### src/rtl/rr_fifo_arbiter.sv
// rr_fifo_arbiter
// Round-robin write arbiter that shares one FIFO write port between
// NUM_WRITERS writers. Each writer has its own 8-bit lane. At most one
// writer is granted per cycle. The chosen byte is registered onto o_data
// together with o_we, and the served writer gets a one-cycle o_ack.
//
// Ports
//   i_clk              single clock, rising edge
//   i_reset            synchronous, active-high reset
//   i_req              per-writer request
//   i_data             lane k = i_data[8k+7:8k]
//   i_fifo_full        FIFO cannot accept a write at this edge
//   i_fifo_almost_full FIFO has exactly one free slot
//   o_ack              one-hot (or zero) acknowledge of the byte being written
//   o_we               registered FIFO write enable
//   o_data             registered FIFO write data
//   o_grant_id         index of the writer being served
module rr_fifo_arbiter #(
    parameter int NUM_WRITERS = 4,
    parameter int ID_W        = $clog2(NUM_WRITERS)
) (
    input  logic                     i_clk,
    input  logic                     i_reset,
    input  logic [NUM_WRITERS-1:0]   i_req,
    input  logic [8*NUM_WRITERS-1:0] i_data,
    input  logic                     i_fifo_full,
    input  logic                     i_fifo_almost_full,
    output logic [NUM_WRITERS-1:0]   o_ack,
    output logic                     o_we,
    output logic [7:0]               o_data,
    output logic [ID_W-1:0]          o_grant_id
);

    logic [NUM_WRITERS-1:0] ack_q, ack_d;
    logic                   we_q, we_d;
    logic [7:0]             data_q, data_d;
    logic [ID_W-1:0]        gid_q, gid_d;
    logic [ID_W-1:0]        ptr_q, ptr_d;

    logic                   space_ok;
    logic [NUM_WRITERS-1:0] elig;
    logic                   grant;
    logic [ID_W-1:0]        sel;
    logic [ID_W:0]          idx;

    // The write currently on the bus consumes the last free slot when the
    // FIFO reports almost-full, so no new grant is allowed in that case.
    assign space_ok = !i_fifo_full && !(we_q && i_fifo_almost_full);

    // A writer that is being acked this cycle still shows its old byte, so it
    // is masked until the next edge.
    assign elig = i_req & ~ack_q & {NUM_WRITERS{space_ok}};

    // First eligible writer starting at ptr, wrapping at NUM_WRITERS.
    always_comb begin
        grant = 1'b0;
        sel   = '0;
        idx   = '0;
        for (int i = 0; i < NUM_WRITERS; i++) begin
            idx = {1'b0, ptr_q} + (ID_W+1)'(i);
            if (idx >= (ID_W+1)'(NUM_WRITERS)) begin
                idx = idx - (ID_W+1)'(NUM_WRITERS);
            end
            if (!grant && elig[idx[ID_W-1:0]]) begin
                grant = 1'b1;
                sel   = idx[ID_W-1:0];
            end
        end
    end

    always_comb begin
        we_d   = grant;
        ack_d  = '0;
        data_d = data_q;
        gid_d  = gid_q;
        ptr_d  = ptr_q;
        if (grant) begin
            ack_d[sel] = 1'b1;
            data_d     = i_data[8*sel +: 8];
            gid_d      = sel;
            ptr_d      = (sel == ID_W'(NUM_WRITERS-1)) ? '0 : sel + 1'b1;
        end
    end

    always_ff @(posedge i_clk) begin
        if (i_reset) begin
            we_q   <= 1'b0;
            ack_q  <= '0;
            data_q <= 8'h00;
            gid_q  <= '0;
            ptr_q  <= '0;
        end else begin
            we_q   <= we_d;
            ack_q  <= ack_d;
            data_q <= data_d;
            gid_q  <= gid_d;
            ptr_q  <= ptr_d;
        end
    end

    assign o_ack      = ack_q;
    assign o_we       = we_q;
    assign o_data     = data_q;
    assign o_grant_id = gid_q;

endmodule

### config.mk
export PLATFORM = sky130hd
export DESIGN_NAME = rr_fifo_arbiter
export DESIGN_NICKNAME = d
export VERILOG_FILES = /design/src/rtl/rr_fifo_arbiter.sv
export SDC_FILE = /design/constraint.sdc
export NUM_CORES = 1
export LEC_CHECK = 0
export BUFFER_PORTS_ARGS = -buffer_cell sky130_fd_sc_hd__buf_2
export CORE_MARGIN = 4
export CORE_UTILIZATION = 43
export CTS_CLUSTER_DIAMETER = 50
export DETAILED_ROUTE_END_ITERATION = 8
export PLACE_DENSITY = 0.79
export SYNTH_ARGS = -nofsm -noshare
export SYNTH_HDL_FRONTEND = slang
export SYNTH_SLANG_ARGS = --single-unit
### constraint.sdc
create_clock -name i_clk -period 3.2 [get_ports i_clk]
set_clock_uncertainty 0.15 [all_clocks]
set_input_delay 0.96 -clock i_clk [delete_from_list [all_inputs] [get_ports i_clk]]
set_output_delay 0.96 -clock i_clk [all_outputs]
set_load 0.1 [all_outputs]
After elaboration in Yosys (flattened, before gate mapping). Cells that the tools add are included.

Add/subtract/negate cells: 8. Order comparisons: 10. Eq/ne operators: 1. Shift-type cells: 1. Multiplexer cells: 23. Bitwise operators: 4. Reduce and logical (&&, ||, !) cells: 12.

Operators with widths (count): $shiftx A32 B6 Y8 (1); $mux W2 (9); $lt A2 B3 Y1 const B (5); $ge A3 B3 Y1 const B (3); $mux W1 (9); $and A4 B4 Y4 (2); $bmux W1 S2 (4); $sub A2 B1 Y2 const B (4); $add A2 B2 Y3 const B (2); $logic_and A1 B1 Y1 (6); $logic_not A1 Y1 (5); $not A4 Y4 (1); $add A2 B1 Y3 const B (1); $ge A2 B3 Y1 const B (1); $add A2 B1 Y2 const B (1); $demux W1 S2 (1); $eq A2 B2 Y1 const B (1); $ge A2 B1 Y1 const B (1); $reduce_or A2 Y1 (1); $not A1 Y1 (1).

Bits in registers: 17. Bits of input ports: 40. Output and inout bits: 15. Word-level logic and storage cells: 64.

Longest topological paths before layout.
Depth in word-level cells: 20. Depth in mapped cells: 7. Gate-level depth less buffers: 6.

Worst setup path before layout. Ideal clock, no wire load.

Path type: input to register. Start: input i_fifo_almost_full. End: register ptr_q[1]. Library setup time: 129 ps. Arrival: 2468 ps. Data required time: 2921 ps. Slack: 453 ps. Stages on the path: 7. Path buffers: 1. Cell sequence: a21oi_1 > o311ai_0 > nor2_1 > buf_2 > ha_1 > nand2_1 > a21oi_1.

Longest elaborated chain between the ends: 18. Elaborated cells between the ends (all ways): 29. Classes of those cells: 1 x add/sub; 1 x eq/ne; 17 x mux; 1 x bitwise; 9 x reduce/logical.

RTL lines: start, declared (line 27) `input logic i_fifo_almost_full,`; $logic_and A1 B1 Y1 (*) (line 48) `assign space_ok = !i_fifo_full && !(we_q && i_fifo_almost_full);`; $logic_not A1 Y1 (*) (line 48); $logic_and A1 B1 Y1 (*) (line 48); $and A4 B4 Y4 (*) (line 52) `assign elig = i_req & ~ack_q & {NUM_WRITERS{space_ok}};`; $bmux W1 S2 (line 64) `if (!grant && elig[idx[ID_W-1:0]]) begin`; $mux W1 (not written as such) (line 64); $mux W1 (line 64); $logic_not A1 Y1 (line 64); (+3 left out); $logic_and A1 B1 Y1 (line 64); $mux W1 (line 64); $logic_not A1 Y1 (line 64); $logic_and A1 B1 Y1 (line 64); $mux W2 (*) (line 64); named net sel[1] (line 43) `logic [ID_W-1:0] sel;`; $add A2 B1 Y2 or $eq A2 B2 Y1 (tied branches) (line 81) `ptr_d = (sel == ID_W'(NUM_WRITERS-1)) ? '0 : sel + 1'b1;`; $mux W2 (*) (line 81); end signal, assigned (line 97) `ptr_q <= ptr_d;`; end, declared (line 38) `logic [ID_W-1:0] ptr_q, ptr_d;`.

Mark *: on every way through the listed nets, which the timed path passes. The rest lies on a longest branch. The select of a mux whose other input is x is not followed. A chain may end at the register's enable or synchronous reset.

Final worst setup path.
Start: input i_req[3]. End: register data_q[0] (netlist: o_data[0]).

Longest elaborated chain between the ends: 15. Elaborated cells between the ends (all ways): 25. Classes of those cells: 1 x shift; 16 x mux; 2 x bitwise; 6 x reduce/logical.

RTL lines: start, declared (line 24) `input logic [NUM_WRITERS-1:0] i_req,`; $and A4 B4 Y4 (*) (2 in series) (line 52); $bmux W1 S2 (line 64); $mux W1 (not written as such) (line 64); $mux W1 (line 64); $logic_not A1 Y1 (line 64); $logic_and A1 B1 Y1 (line 64); $mux W1 (line 64); $logic_not A1 Y1 (line 64); $logic_and A1 B1 Y1 (line 64); $mux W1 (line 64); $logic_not A1 Y1 (line 64); $logic_and A1 B1 Y1 (line 64); $mux W2 (line 64); $shiftx A32 B6 Y8 (line 79) `data_d = i_data[8*sel +: 8];`; end signal, assigned (line 95) `data_q <= data_d;`; end, declared (line 36) `logic [7:0] data_q, data_d;`.

Every way passes the cells marked *; elsewhere a longest branch is shown, timed or not. The select of a mux whose other input is x is not followed.

==> impl_metrics.json <==
{
  "cts_tree": "built",
  "hold_viol_final": 0,
  "p_leak_nw": 0.622,
  "worst_slew_pin_slew_ps": 493,
  "htreeDepth": 1,
  "clk_pin_slew_worst_paths_ps": 90,
  "fin_area_um2": 1320,
  "grt_overflow": 0,
  "wl_per_cell_um": 13.7,
  "clockBufferDepth": 2,
  "postCtsSetupBuffers": 0,
  "post_drt_via_cell_ratio": 5.32,
  "placed_cell_area_um2": 1290,
  "die_area_um2": 3110,
  "synth_fp_nets": 143,
  "antennaDiodeCount": 0,
  "fin_ws_ps": 506,
  "drc": 0,
  "antenna_found_initial": 0,
  "fin_crit_sh_pct": 84.2,
  "ys_warn_count": 0,
  "clk_latency_ps": 270,
  "critPathRequiredTime_ps": 3230,
  "syn_area_per_cell_um2": 9.92,
  "cp-start-kind": "input pin",
  "cts_root_buf": "clkbuf_4",
  "r2r_cells": 6,
  "num_io_pins": 55,
  "rows": 17,
  "max_freq_mhz": 371,
  "grt_pass1_wl_um": 4120,
  "place.gp.congestion": 0.875,
  "hpwlAfterDp_um": 2080,
  "port_buffers": 54,
  "status": "complete, no violations",
  "ir_worst_vdd_mv": 0.249,
  "nFillCells": 201,
  "ys_types": 31,
  "place_ws_ps": 222,
  "crit_chain": "buf_2 > nor2b_1 > o2111a_2 > and3_1 > clkinv_8 > mux2i_1 > a2111oi_2",
  "path_class": "input pin to flip-flop",
  "cpMaxStageDelayCell": "and3_1",
  "final_layout_size_suffix_gt1_share_pct": 43.3,
  "synth_area_leaders": "dfxtp_1 35%, mux2i_1 12%, ha_1 5.1%, nand3b_1 4.6%, o221ai_1 3.6%",
  "slew_headroom_pct": 67.4,
  "numCtsBuffers": 3,
  "clkSinkCount": 17,
  "rsz0062_at_grt": "false",
  "wl_um": 2530,
  "fin_crit_ps": 2690,
  "core_um2": 2190,
  "grt_pass1_vias": 994,
  "instances_no_fill": 185,
  "drv_slew": 0,
  "dp_cells": 181,
  "syn_area_um2": 982,
  "synth_top_area_share_pct": 34.6,
  "fin_util_pct": 60.1,
  "synth_top_area_cell": "dfxtp_1",
  "die_height_um": 55.8,
  "crit_arrival_ps": 2720,
  "finalNetCount": 202,
  "postCtsHoldBufs": 0,
  "dr.pass1.iters": 4,
  "grt_use_total_pct": 16.3,
  "synth-seq-cells": 17,
  "power_density_nw_per_um2": 441,
  "max_cap_violations": 0,
  "dr.first_iter.drc_count": 5,
  "antenna_left": 0,
  "synth_seq_area_share_pct": 34.6,
  "tns_ps": 0,
  "critical_path.max_stage_delay_ps": 410,
  "die_w_um": 55.8,
  "grt_max_degree": 14,
  "worstHoldPathCells": 2,
  "via_count": 984,
  "start_util_pct": 44.8,
  "syn2layout_area_growth_pct": 34.0,
  "netlist_instances": 99,
  "worstPathMaxFanout": 11,
  "setup_viol": 0,
  "crit_path_end_kind": "flip-flop",
  "cts_resized": 0,
  "hp-class": "flip-flop to flip-flop"
}
## worst max-delay path, delay by kind of cell
kind / cells / cell delay (ps)
AOI/OAI and AO/OA: 2 / 680
buffers and inverters: 2 / 220
muxes: 1 / 150
and+or+nand+nor: 2 / 710
## per-layer routing
layer / global-route usage [%] / wire length, µm / vias to the layer above
li1: - / - / 497
met1: 18.0 / 1070 / 445
met2: 29.4 / 1250 / 38
met3: 4.18 / 195 / 4
met4: 6.25 / 25 / 0
met5: 0 / 0 / -
## cell usage in the layout (no fill, tap or decap)
cell type  count
a31oi_1        2
and4_2         3
a2111oi_2      1
o221ai_1       4
mux2i_1       12
a2111oi_1      3
nor2_1         8
o41a_1         1
ha_1           4
a211oi_1       4
inv_1          3
buf_2         54
nor3_1         1
nand3b_1       6
or4b_4         1
nor2b_1        4
buf_4          3
clkinv_8       1
nand4b_1       1
and3_1         1
or3b_1         1
o311ai_0       1
a21oi_1        4
dfxtp_1       17
o41ai_2        1
o21ai_0        1
or4bb_1        1
clkbuf_4       3
o2111a_2       1
and2_1         4
nand2_1        5
clkbuf_1       1
## per-stage QoR
| step | power [mW] | hold slack, ps |
|---|---|---|
| finish | 0.581 | 317 |
| CTS | 0.586 | 320 |
| global placement | 0.474 | 298 |
| floorplan | 0.422 | 338 |
| detailed placement | 0.478 | 305 |
| global route | 0.611 | 349 |
## cell families (layout without fill, tap and decap cells)
group / count (synthesis) / after routing / synth area share [%]
buf+inv: 7 / 65 / 4.84
simple gates: 36 / 36 / 23.2
compound gates: 23 / 23 / 20.0
fa+ha+maj: 4 / 4 / 5.10
mux: 12 / 12 / 12.2
flops: 17 / 17 / 34.7
## Yosys cell counts
library cell and instances:
nand4b_1 1, a211oi_1 4, a2111oi_2 1, o311ai_0 1
mux2i_1 12, a2111oi_1 3, nor2b_1 4, buf_2 1
o41a_1 1, or4b_4 1, ha_1 4, dfxtp_1 17
nor2_1 8, and2_1 4, inv_1 3, nor3_1 1
and4_2 3, clkinv_8 1, or4bb_1 1, nand3b_1 6
clkbuf_1 1, a31oi_1 2, o221ai_1 4, and3_1 1
o41ai_2 1, o2111a_2 1, nand2_1 5, o21ai_0 1
a21oi_1 4, buf_6 1, or3b_1 1
## flip-flops by register name, indices dropped and copies added (netlist names)
name / cells
o_data: 8
ptr_q: 2
o_ack: 4
o_grant_id: 2
o_we: 1
## power breakdown
group	switching, mW	leakage, nW	internal (mW)	total (mW)
Combinational	0.168	0.467	0.0667	0.235
Clock	0.0593	0.0150	0.0483	0.108
Sequential	0.0104	0.140	0.228	0.239
Total	0.238	0.622	0.343	0.581
## worst paths after layout
kind / startpoint / endpoint / slack (ps)
worst max-delay path: i_req[3] / o_data[0] / 510
worst min-delay path: o_grant_id[0] / o_grant_id[0] / 320
worst max register to register: o_we / o_data[0] / 960
worst min register to register: o_grant_id[0] / o_grant_id[0] / 320
## layout make-up
type	instances	area [µm²]	area share, %
multi-input combinational	75	594	45.2
sequential	17	340	25.9
tap	28	35.0	2.66
clock buffer	4	26.3	2.00
inverter	4	27.5	2.09
timing repair buffer	57	293	22.2
Power figures use the tool's default switching activity.
